==> config.mk <==
export PLATFORM = sky130hd
export DESIGN_NAME = uart_rx_sampler
export DESIGN_NICKNAME = d
export VERILOG_FILES = /design/src/rtl/uart_rx_sampler.sv
export SDC_FILE = /design/constraint.sdc
export NUM_CORES = 1
export LEC_CHECK = 0
export BUFFER_PORTS_ARGS = -buffer_cell sky130_fd_sc_hd__clkbuf_2
export CAP_MARGIN = 40
export CORE_MARGIN = 8
export CORE_UTILIZATION = 50
export CTS_CLUSTER_DIAMETER = 50
export DETAILED_ROUTE_END_ITERATION = 6
export GPL_ROUTABILITY_DRIVEN = 0
export GPL_TIMING_DRIVEN = 0
export PLACE_DENSITY = 0.73
export SETUP_SLACK_MARGIN = 0.2
export SYNTH_ARGS = -nofsm -noshare
export SYNTH_HDL_FRONTEND = slang
export SYNTH_SLANG_ARGS = --single-unit
==> constraint.sdc <==
create_clock -name clk -period 2.2 [get_ports clk]
set_input_delay 0.22 -clock clk [delete_from_list [all_inputs] [get_ports clk]]
set_output_delay 0.22 -clock clk [all_outputs]
set_load 0.01 [all_outputs]
==> src/rtl/uart_rx_sampler.sv <==
// Oversampling timing and data recovery for the UART receiver: line synchroniser,
// per-bit edge counter, frame bit counter and a 3-sample mid-bit majority vote.
module uart_rx_sampler #(
    parameter int DATA_WIDTH     = 8,
    parameter int PRESCALE_WIDTH = 6
) (
    input  logic                      clk,
    input  logic                      rst,
    input  logic                      RX_IN,
    input  logic [PRESCALE_WIDTH-1:0] prescale,
    input  logic                      edge_count_enable,
    input  logic                      bit_count_enable,
    output logic [PRESCALE_WIDTH-1:0] edge_count,
    output logic [3:0]                bit_count,
    output logic                      sampled_bit,
    output logic                      sample_valid,
    output logic                      bit_done,
    output logic                      data_transmitted_finished_flag
);

    localparam logic [3:0] BIT_MAX   = 4'(DATA_WIDTH + 1);
    localparam logic [3:0] LAST_DATA = 4'(DATA_WIDTH - 1);

    logic                      rx_meta;
    logic                      rx_s;
    logic [PRESCALE_WIDTH-1:0] p_q;
    logic [PRESCALE_WIDTH-1:0] mid;
    logic [PRESCALE_WIDTH-1:0] last_edge;
    logic [1:0]                samples;
    logic                      vote;

    always_comb begin
        mid       = p_q >> 1;
        last_edge = p_q - PRESCALE_WIDTH'(1);
        bit_done  = edge_count_enable && (edge_count == last_edge);
        data_transmitted_finished_flag = bit_count_enable && (bit_count == LAST_DATA);
        // The third vote is the live synchronised sample taken at mid+1.
        vote = (samples[0] & samples[1]) | (samples[0] & rx_s) | (samples[1] & rx_s);
    end

    always_ff @(posedge clk) begin
        if (rst) begin
            rx_meta      <= 1'b1;
            rx_s         <= 1'b1;
            p_q          <= PRESCALE_WIDTH'(8);
            edge_count   <= '0;
            bit_count    <= '0;
            samples      <= '0;
            sampled_bit  <= 1'b1;
            sample_valid <= 1'b0;
        end else begin
            rx_meta      <= RX_IN;
            rx_s         <= rx_meta;
            sample_valid <= 1'b0;

            // Prescale is frozen for as long as the edge counter runs.
            if (!edge_count_enable) begin
                p_q <= prescale;
            end

            if (!edge_count_enable || bit_done) begin
                edge_count <= '0;
            end else begin
                edge_count <= edge_count + PRESCALE_WIDTH'(1);
            end

            if (!bit_count_enable) begin
                bit_count <= '0;
            end else if (bit_done && (bit_count != BIT_MAX)) begin
                bit_count <= bit_count + 4'd1;
            end

            // Dropping the enable throws away any partial vote for this bit.
            if (!edge_count_enable) begin
                samples <= '0;
            end else begin
                if (edge_count == mid - PRESCALE_WIDTH'(1)) begin
                    samples[0] <= rx_s;
                end
                if (edge_count == mid) begin
                    samples[1] <= rx_s;
                end
                if (edge_count == mid + PRESCALE_WIDTH'(1)) begin
                    sampled_bit  <= vote;
                    sample_valid <= 1'b1;
                end
            end
        end
    end

endmodule

======== Word-level counts from Yosys, hierarchy flattened ========
Index checks and enable logic that the tools add are counted.
storage, ports and cells
  bits in registers ....................... 22
  bits in latches ......................... 0
  memory bits (writable) .................. 0
  bits in read-only memories .............. 0
  input bits .............................. 11
  output and inout port bits .............. 14
  word-level logic and storage cells ...... 37
  memories ................................ 0
cells by class
  add/sub/neg operators ................... 5
  multipliers ............................. 0
  divide/modulo/power cells ............... 0
  $lt $le $gt $ge ......................... 0
  equality and inequality tests ........... 6
  shifts and indexed selects .............. 0
  mux-type cells .......................... 1
  bitwise operators ....................... 7
  reduce and logical (&&, ||, !) cells .... 9
operators by type and width
  operator             number
  $eq 6x6->1           3
  $add 5x1->6 const B  1
  $add 6x1->6 const B  1
  $eq 6x5->1           1
  $reduce_or 2->1      3
  $sub 5x1->6 const B  1
  $sub 6x1->6 const B  1
  $add 4x1->4 const B  1
  $eq 4x3->1 const B   1
  $ne 4x4->1 const B   1
  $and 1x1->1          3
  $logic_and 1x1->1    3
  $not 1->1            2
  $or 1x1->1           2
  $reduce_and 2->1     1
  $logic_not 1->1      1
  $logic_or 1x1->1     1
  $mux 1               1

======== Longest topological paths before layout ========
  word-level depth ........................ 5
  mapped depth ............................ 8
  mapped depth without buffers ............ 7

======== Worst setup path before layout ========
No wires, ideal clock.
  kind .................................... reg-to-output
  start point ............................. register p_q[1]
  end point ............................... output bit_done
  data arrival time ....................... 1,800 ps
  required time ........................... 1,980 ps
  path slack .............................. 180 ps
  cell stages (with the launch flop) ...... 8
  buffers on the path ..................... 1
  cells stage by stage .................... dfxtp_1 buf_2 inv_1 ha_1 o21ba_1 a221o_1 a22oi_4 and3_1
between the ends
  word-level cells in the longest chain between the ends .. 3
ends and longest elaborated chain
  what                      RTL line  source
  start: declaration        26        logic [PRESCALE_WIDTH-1:0] p_q;
  start signal: assignment  58        p_q <= prescale;
  $sub 6x1->6               34        last_edge = p_q - PRESCALE_WIDTH'(1);
  $eq 6x6->1                35        bit_done = edge_count_enable && (edge_count == last_edge);
  $logic_and 1x1->1         35
  end: declaration          17        output logic bit_done,
Every way passes these cells.

======== Worst setup path in the final report ========
Same ends and word-level chain as after synthesis.

==> metrics.txt <==
status finished, violations left; failing checks negative setup slack; worst slew pin tran 0.679 ns; crit path kind reg2out; Post-synth ARST share 0%; Global Route Usage Sum 15.2%; max-slew violation count 0; hold_sp RX_IN; Avg WL per Cell about 15 µm; n_diodes 0; vias per std cell between 5 and 6; DRT Pass-1 Iters 4; Mapped Area 0.00152 mm²; Hold Buf Count CTS 0; Int Power 0.000634 W; Tmin final 2.24 ns; Max Freq about 450 MHz; HP Class in2reg; Critical Path AT 2.02 ns; Fin Clk Skew 0.00184 ns; first-pass GRT wire length between 6000 and 7000 µm; main flop type after synthesis dfxtp_1; Relative slew margins 54.8%; Reg power frac 46.9%; Final Hold Vio Count 0; CORE AREA 0.00298 mm²; switching share of total power 29.2%; worst path required time 1.98 ns; via count of the first global-routing pass about 1,500; Synth Instances roughly 180; Period Utilization, post-route 102%; Logic pwr share 28.3%; Crit. End Element output pin; die span in x 71.2 µm; # fillers 256; synth unique cells 46; via count approximately 1,400; ANT nets after route 0; die height 71.2 µm; hold path endpoint rx_meta; worst setup margin -0.0411 ns; clk slew on worst S/H paths 0.12 ns; DP Area ~0.0017 mm²; Port Buffers 24; max cap viols 0; RSZ-0062 raised after global routing yes; synthesis-stage register bit count 22; DRC violations left 0; antenna violations before repair 0; worst-case reg-to-reg path depth 12; total grt overflow 0; reg-to-reg critical path endpoint bit_count[3]; clock share of power about a quarter; CTS tree yes; r2r startpoint p_q[1]; # setup viols final 2; Std-Cell Rows 20; drt first-iter violations ~70; CTS Buf Count 3; syn avg cell area 8.50 µm²; Crit Path Max Fanout 4; sequential area share after synthesis between 20% and 30%; Area Overhead vs Synth 25.7%; WL final roughly 3800 µm; CTS max path bufs 2; Syn. warnings 0; R2R Setup Slk 0 ns; EDFF count, synth 0; IO Pins 25; Hold Path Cell Cnt 2; Root Buffer clkbuf_4; fin area roughly 0.0019 mm²; fraction of layout cells with a size suffix above 1 32.1%; nets 237; Initial Util 51.1%; Worst-Skew Late Latency 0.30 ns; Leak 0.814 nW; setup total negative slack -0.0456 ns; largest net degree at the start of global routing 13; critical path launch point type register; switching pwr 0.000261 W; CTS sink cnt 22; dpl hpwl 2770 µm; worst IR drop on VDD 380 µV; Mapped Nets 197; die area 0.00506 mm²; H-tree depth 1; pwr dens 469 mW/mm²
## logic make-up after synthesis
group	synth area share, %
and+or+nand+nor	22.4
AOI/OAI and AO/OA	17.7
xor gates and xnor gates	13.7
DFF	28.9
buffers and inverters	6.33
adders and majority gates	6.41
muxes	4.61
## through the flow
stage / power [W] / hold WS (ns) / util [%] / setup slack [ns] / instances
3_5_place_dp: 0.000617 / 0.409 / 56.8 / -0.0748 / 236
4_1_cts: 0.000874 / 0.0847 / 62.0 / -0.0397 / 246
2_1_floorplan: 0.000572 / 0.324 / - / 0.233 / 179
3_3_place_gp: 0.000608 / 0.393 / 56.8 / -0.0248 / 236
6_report: 0.000896 / 0.0893 / 64.2 / -0.0411 / 251
5_1_grt: 0.000940 / 0.0874 / 64.2 / -0.113 / 251
## layer usage
layer | global-route usage [%] | routed length [µm] | vias up
li1 | - | - | 698
met4 | 8.31 | 92 | 0
met2 | 28.0 | 2000 | 39
met3 | 3.81 | 192 | 12
met5 | 0 | 0 | -
met1 | 15.2 | 1550 | 680
## cells in the mapped netlist (2+ instances only)
library cell | count | area, µm²
mux2i_1 | 7 | 70.1
buf_2 | 5 | 25.0
a31o_2 | 3 | 26.3
or2_2 | 2 | 12.5
nand4_1 | 5 | 31.3
nor4_1 | 2 | 12.5
clkbuf_1 | 3 | 11.3
nor2_1 | 21 | 78.8
and3_1 | 3 | 18.8
a211o_1 | 2 | 17.5
a21o_1 | 4 | 30.0
xor2_1 | 9 | 78.8
nand2_1 | 10 | 37.5
inv_1 | 9 | 33.8
xnor2_1 | 11 | 96.3
buf_4 | 3 | 22.5
nor3_1 | 4 | 20.0
nand2b_1 | 5 | 31.3
dfxtp_1 | 22 | 440
a21oi_1 | 5 | 25.0
and2_1 | 3 | 18.8
nand3_1 | 8 | 40.0
ha_1 | 7 | 87.6
o211ai_1 | 3 | 22.5
o21ai_0 | 2 | 10.0
## repair_timing
action                     in CTS  in global routing
gates cloned                    0                  1
hold endpoints to repair        0                  0
buffers inserted                6                  4
pin swaps                       4                  3
gates resized for setup        15                  7
setup endpoints to repair      12                 13
## cell usage in the layout (no fill, tap or decap), drive strengths merged, types with 5 or more instances in the layout
master / netlist / routed
nor2: 21 / 21
dfxtp: 22 / 22
inv: 9 / 9
nand4: 5 / 5
clkbuf: 3 / 31
xnor2: 12 / 12
nor3: 5 / 5
buf: 9 / 20
nand2: 10 / 10
nand3: 8 / 8
nand2b: 5 / 5
a21oi: 5 / 5
mux2i: 7 / 7
ha: 7 / 7
xor2: 10 / 10
## state kept, by name (all words and copies together) (netlist names)
| signal | flops |
|---|---|
| samples | 2 |
| sample_valid | 1 |
| bit_count | 4 |
| p_q | 6 |
| rx_s | 1 |
| edge_count | 6 |
| rx_meta | 1 |
| sampled_bit | 1 |
## worst max-delay path, cell delays in order (launching register included)
cell      delay [ns]
dfxtp_2         0.36
buf_6           0.11
inv_6           0.04
ha_4            0.17
o21ba_1         0.17
a221o_1         0.35
a22oi_4         0.19
and3_4          0.19
clkbuf_2        0.13
## power groups by stage
stage          sequential (W)  combinational (W)  clock (W)
6_report             0.000420           0.000253   0.000223
2_1_floorplan        0.000427           0.000145          0
3_3_place_gp         0.000427           0.000180          0
4_1_cts              0.000420           0.000222   0.000232
5_1_grt              0.000421           0.000275   0.000243
3_5_place_dp         0.000428           0.000189          0
## how the worst max path moves through the flow
| stage | start | endpoint | slack, ns | cells after the start |
|---|---|---|---|---|
| final | p_q[1] | bit_done | -0.04 | 8 |
| after global routing | p_q[1] | bit_done | -0.11 | 8 |
| after CTS | p_q[1] | bit_done | -0.04 | 8 |
| after detailed placement | p_q[2] | bit_done | -0.07 | 8 |
| after global placement | p_q[2] | bit_done | -0.02 | 8 |
| after floorplan | p_q[1] | bit_count[3] | 0.23 | 8 |
## final cells by class
cell class	count	area [µm²]	area share (%)
plain buffers	12	71.3	3.73
clock buffers	4	36.3	1.90
inverters	9	38.8	2.03
multi-input cells	136	1050	54.9
flip-flops and latches	22	444	23.2
well taps	33	41.3	2.16
repair buffers	35	230	12.0
Note: power is estimated with default switching activity, not from simulation.
